### src/rtl/arbitro_dados.sv
`default_nettype none
// +--------------------------------------------------------------------------+
// | arbitro_dados: round-robin arbiter sharing one single-port data memory.  |
// | Rev 1.0 - initial release                                                |
// +--------------------------------------------------------------------------+
module arbitro_dados #(
    parameter int LARGURA_DADO = 8,
    parameter int LARGURA_END  = 8,
    parameter int PROFUNDIDADE = 30
) (
    input  logic                    clk,
    input  logic                    reset,
    input  logic                    req0,
    input  logic                    req1,
    input  logic                    esc0,
    input  logic                    esc1,
    input  logic [LARGURA_END-1:0]  end0,
    input  logic [LARGURA_END-1:0]  end1,
    input  logic [LARGURA_DADO-1:0] dado0,
    input  logic [LARGURA_DADO-1:0] dado1,
    output logic                    ack0,
    output logic                    ack1,
    output logic [LARGURA_DADO-1:0] dado_lido,
    output logic                    erro,
    output logic [LARGURA_END-1:0]  label,
    output logic [LARGURA_DADO-1:0] dadoEscrito,
    output logic                    LerMemo,
    output logic                    EscrMemo,
    input  logic [LARGURA_DADO-1:0] escrever
);

    typedef enum logic [1:0] {
        OCIOSO   = 2'd0,
        ESCRITA  = 2'd1,
        LEITURA  = 2'd2,
        RESPOSTA = 2'd3
    } estado_t;

    localparam logic [LARGURA_END:0] LIMITE = (LARGURA_END+1)'(PROFUNDIDADE);

    estado_t estado_q;
    logic    sel_q;
    logic    ultimo_q;
    logic    dentro_q;

    logic                    sel_d;
    logic                    esc_d;
    logic [LARGURA_END-1:0]  end_d;
    logic [LARGURA_DADO-1:0] dado_d;
    logic                    dentro_d;

    // Requester 1 wins when alone, or on contention when 0 was served last.
    always_comb begin
        sel_d    = req1 && (!req0 || !ultimo_q);
        esc_d    = sel_d ? esc1  : esc0;
        end_d    = sel_d ? end1  : end0;
        dado_d   = sel_d ? dado1 : dado0;
        dentro_d = ({1'b0, end_d} < LIMITE);
    end

    always_ff @(posedge clk) begin
        if (!reset) begin
            estado_q    <= OCIOSO;
            sel_q       <= 1'b0;
            ultimo_q    <= 1'b1;
            dentro_q    <= 1'b0;
            ack0        <= 1'b0;
            ack1        <= 1'b0;
            erro        <= 1'b0;
            dado_lido   <= '0;
            LerMemo     <= 1'b0;
            EscrMemo    <= 1'b0;
            label       <= '0;
            dadoEscrito <= '0;
        end else begin
            case (estado_q)
                OCIOSO: begin
                    ack0 <= 1'b0;
                    ack1 <= 1'b0;
                    if (req0 || req1) begin
                        sel_q       <= sel_d;
                        ultimo_q    <= sel_d;
                        dentro_q    <= dentro_d;
                        label       <= end_d;
                        dadoEscrito <= dado_d;
                        // Strobes are registered here so they are high exactly in the access cycle.
                        if (esc_d) begin
                            estado_q <= ESCRITA;
                            EscrMemo <= dentro_d;
                        end else begin
                            estado_q <= LEITURA;
                            LerMemo  <= dentro_d;
                        end
                    end
                end
                ESCRITA: begin
                    EscrMemo  <= 1'b0;
                    dado_lido <= '0;
                    erro      <= !dentro_q;
                    ack0      <= !sel_q;
                    ack1      <= sel_q;
                    estado_q  <= RESPOSTA;
                end
                LEITURA: begin
                    LerMemo   <= 1'b0;
                    dado_lido <= dentro_q ? escrever : '0;
                    erro      <= !dentro_q;
                    ack0      <= !sel_q;
                    ack1      <= sel_q;
                    estado_q  <= RESPOSTA;
                end
                RESPOSTA: begin
                    ack0     <= 1'b0;
                    ack1     <= 1'b0;
                    estado_q <= OCIOSO;
                end
            endcase
        end
    end

endmodule
`default_nettype wire

### config.mk
export PLATFORM = sky130hd
export DESIGN_NAME = arbitro_dados
export DESIGN_NICKNAME = d
export VERILOG_FILES = /design/src/rtl/arbitro_dados.sv
export SDC_FILE = /design/constraint.sdc
export NUM_CORES = 1
export LEC_CHECK = 0
export BUFFER_PORTS_ARGS = -buffer_cell sky130_fd_sc_hd__buf_4
export CORE_ASPECT_RATIO = 1.5
export CORE_MARGIN = 2
export CORE_UTILIZATION = 40
export DETAILED_ROUTE_END_ITERATION = 7
export GPL_TIMING_DRIVEN = 0
export PLACE_DENSITY = 0.76
export SLEW_MARGIN = 0
export SYNTH_ARGS = -nofsm -noshare
export SYNTH_HDL_FRONTEND = slang
export SYNTH_SLANG_ARGS = --single-unit
### constraint.sdc
create_clock -name clk -period 1.7 [get_ports clk]
set_clock_uncertainty 0.15 [all_clocks]
set_input_delay 0.34 -clock clk [delete_from_list [all_inputs] [get_ports clk]]
set_output_delay 0.34 -clock clk [all_outputs]
set_load 0.01 [all_outputs]
======== Word level (Yosys, flattened, before mapping) ========
Cells that the tools add are included.
storage, ports and cells
  memory bits (writable) .................. 0
  bits in latches ......................... 0
  word-level logic and storage cells ...... 51
  memory bits (read-only) ................. 0
  bits of input ports ..................... 46
  memories ................................ 0
  output and inout port bits .............. 29
  flip-flop bits (word level) ............. 34
cells by class
  div/mod/pow operators ................... 0
  shift operators ......................... 0
  $add $sub $neg .......................... 0
  magnitude comparators ................... 1
  eq/ne operators ......................... 6
  multiplexer cells ....................... 16
  reduce and logical (&&, ||, !) cells .... 16
  $mul .................................... 0
  bitwise gates (word level) .............. 0
operators by type and width
  kind                                                         number
  2-to-1 mux 8 bit                                             3
  one-hot mux 8 bit (2 select lines)                           1
  less-than comparator 8 x 5 -> 1 bit (second input constant)  1
  one-hot mux 1 bit (2 select lines)                           4
  != test 2 bit (second input constant)                        3
  one-hot mux 2 bit (3 select lines)                           1
  AND reduction 3 bit                                          2
  nonzero test 2 bit                                           3
  2-to-1 mux 1 bit                                             5
  == test 2 bit (second input constant)                        2
  logical NOT 1 bit                                            4
  2-to-1 mux 2 bit                                             2
  OR reduction 2 bit                                           2
  == test 2 x 1 -> 1 bit (second input constant)               1
  logical NOT 2 bit                                            1
  logical OR 1 bit                                             2
  AND reduction 2 bit                                          1
  logical AND 1 bit                                            1

======== Logic depth before layout (Yosys ltp) ========
  depth after elaboration ................. 8
  gate-level depth with buffers ........... 7
  mapped depth without buffers ............ 5

======== Worst setup path after synthesis ========
OpenSTA, ideal clock, no wires.
  path type ............................... register -> register
  from .................................... register estado_q[0]
  to ...................................... register dado_lido[0]
  arrival ................................. 1313 ps
  path buffers ............................ 2
  clock period less this slack ............ 1538 ps
  cell stages (with the launch flop) ...... 7
  setup slack ............................. 162 ps
  data required time ...................... 1474 ps
  setup time .............................. 76 ps
  path through ............................ dfxtp_1 > inv_1 > ha_1 > clkbuf_1 > buf_2 > nand3_1 > a21boi_0
between the ends
  word-level cells in the longest chain between the ends .. 2
  elaborated cells between the ends (all ways) .. 4
  classes of those cells .................. 2 x eq/ne; 1 x mux; 1 x reduce/logical
RTL lines
  what                                                                      line  RTL
  from (decl)                                                               41    estado_t estado_q;
  from (signal assigned)                                                    63    estado_q <= OCIOSO;
  from (signal assigned)                                                    88    estado_q <= ESCRITA;
  from (signal assigned)                                                    91    estado_q <= LEITURA;
  == test 2 bit or == test 2 x 1 -> 1 bit (tied branches)                   76    case (estado_q)
  one-hot mux 8 bit (2 select lines) or nonzero test 2 bit (tied branches)  n/a
  to (signal assigned)                                                      106   dado_lido <= dentro_q ? escrever : '0;
  to (decl)                                                                 23    output logic [LARGURA_DADO-1:0] dado_lido,
Several ways; a longest one is shown, not always the timed one.
A chain may end at the register's enable or synchronous reset.

======== Worst setup path in the final report ========
  from .................................... register estado_q[1]
  to ...................................... register label[5]
between the ends
  word-level cells in the longest chain between the ends .. 2
RTL lines
  what                           line  RTL
  logical NOT 2 bit              76
  AND reduction 2 bit (no line)  n/a
  to (signal assigned)           84    label <= end_d;
  to (decl)                      25    output logic [LARGURA_END-1:0] label,
Every way passes these cells.

==> reports/metrics.cfg <==
[worst_setup_path]
critical_path.top_delay_family=buffers and inverters
cpMostUsedCell=buf_4
crit_chain=inv_1 -> ha_1 -> nor2b_1 -> buf_4 -> buf_4 -> o211a_1
arrival_ns=1.64
critPathLaunchType=register
cp_data_required_time_ns=1.74
worst-setup-path-type=register to register
worst-path-buf-inv=3
r2r_setup_slack_ns=0.1
worstSetupEndpointType=register
crit_path_max_incr_delay_ns=0.37
worstPathMaxFanout=10
slowest_stage=dfxtp_2

[cts]
cts_buffers=5
clock-sinks=34
cts_tree=done
postCtsSetupRepairBufs=0
insertion_delay_ns=0.29
h-tree-depth=2
root_buffer=clkbuf_8
cts.clk_slew.worst_paths_ns=0.08
hold_buffers=0
cts_buffer_depth=2
cts_resized=2

[synthesis]
avgSynthCellArea_sq_um=9.70
synth_top_cell_by_area=dfxtp_1
synthArstFlopShare_pct=0
synth_cell_types=33
synth_top_flop_cell=dfxtp_1
synth-seq-area-share_pct=41.8
synth_common_cells=dfxtp_1, nand2_1, mux2i_1, o211a_1, nand2b_1
yosysWarnings=0
synth.area.top_cells=dfxtp_1, mux2i_1, o211a_1
synth_top_area_share_pct=41.8
syn_inst=168
ys_seq_elements=34
synth_edf_count=0
syn_area_sq_mm=0.00163
synth.net_count=219
yosysMostFrequentCell=dfxtp_1

[die]
dieWidth_um=56.1
core_sq_mm=0.00392
io_pins=75
die_area_sq_mm=0.00461
die_h_um=82.2
fp-row-count=28
start_util_pct=41.5

[route]
vias_per_cell=5.21
drt_iter0_drc=19
final_antenna_net_count=0
avgRoutedWirePerCell_um=13.2
first_pass_iters=4
vias=1520
drcViolationCount=0
wirelength_um=3860

[min_path]
hp-class=input port to register

[power_and_ir_drop]
power_density_mw_per_mm2=1450
peakVddDrop_uv=1040
p_total_uw=3440
p_leak_uw=0.00117

[global_route]
grt_usage_pct=17.6
overflow=0
met3_usage_pct=5.92
grt_pass1_wl_um=6290
use_met1_pct=18.1
grt_pass1_vias=1463
grt_use_met2_pct=32.9
antenna_found_initial=0
grt_max_degree=13
busiest_layer=met2

[placement]
gp_congestion=0.829
hpwl_um=2920
port_buffers=73

[flow_run]
drv_cap=0

[status]
status=completed

[sta]
max_freq_mhz=625
finalSetupViolCount=0
worst_slew_pin_slew_ns=0.436
slew_violations=0
fin_hold_ws_ns=0.182
final-hold-violation-count=0
period_share_pct=94.2
min_period_ns=1.60
slew_headroom_pct=70.9

[layout]
area_delta_synth_final_pct=45.9
nets=297
fin_util_pct=60.6
num_antenna_cells=0
drive_gt1_share_pct=38.9

==> power breakdown <==
| group | total (uW) | internal (uW) | switching [uW] | leakage, uW |
|---|---|---|---|---|
| Clock | 760 | 436 | 324 | 0.0000504 |
| Sequential | 1150 | 1020 | 134 | 0.000280 |
| Combinational | 1530 | 789 | 736 | 0.000843 |
==> path summary, 6_finish.rpt <==
check	start	end	cells past startpoint
setup / recovery	estado_q[1]	label[5]	6
hold / removal	escrever[6]	dado_lido[6]	3
setup reg to reg	estado_q[1]	label[5]	6
hold reg to reg	sel_q	ack0	1
==> flip-flops by register name, summed over array words and instances (netlist names), 2 cells and up <==
| name | count |
|---|---|
| dadoEscrito | 8 |
| dado_lido | 8 |
| estado_q | 2 |
| label | 8 |
==> routing by layer <==
metal  vias up  part of all wire (%)
met5         -                     0
met4         0                   1.5
met3         6                   6.6
met2        52                    54
met1       702                    38
li1        760                     -
==> per-stage QoR <==
stage          cell area (sq um)  setup slack [ns]  instances  TNS [ns]
2_1_floorplan               1630             0.162        168         0
5_1_grt                     2380          -0.00860        292  -0.00860
3_5_place_dp                2230            -0.180        286     -1.30
3_3_place_gp                2230            -0.122        286     -1.00
6_report                    2380            0.0991        292         0
4_1_cts                     2350           0.00336        293         0
==> logic make-up after synthesis <==
logic type | synth area share [%]
simple gates | 17.2
compound gates | 21.2
buf+inv | 4.84
fa+ha+maj | 3.84
mux | 11.1
flops | 41.8
==> layout make-up <==
class	count	area, sq um
flip-flops and latches	34	683
multi-input cells	118	882
plain buffers	12	85.1
clock buffers	5	68.8
clock inverters	3	45.0
repair buffers	73	548
fillers	367	1550
well taps	45	56.3
inverters	2	7.51
==> worst min-delay path: cells and delay by family <==
family	cells	cell delay (ns)
compound gates	1	0.07
buf+inv	1	0.11
simple gates	1	0.06
==> cells in the final DEF (no fill, tap or decap), types with 3 or more instances in the layout <==
cell      instances
a21boi_0          8
ha_1              4
clkbuf_8          5
o21ai_1           3
buf_4            76
a21oi_1           3
nand2b_1         11
nand3_1           8
o211a_1          17
dfxtp_1          32
nand2_1          20
buf_6             3
o21ai_0           4
clkbuf_1          3
mux2i_1          17
No activity file was read; power rests on OpenSTA's default activity.
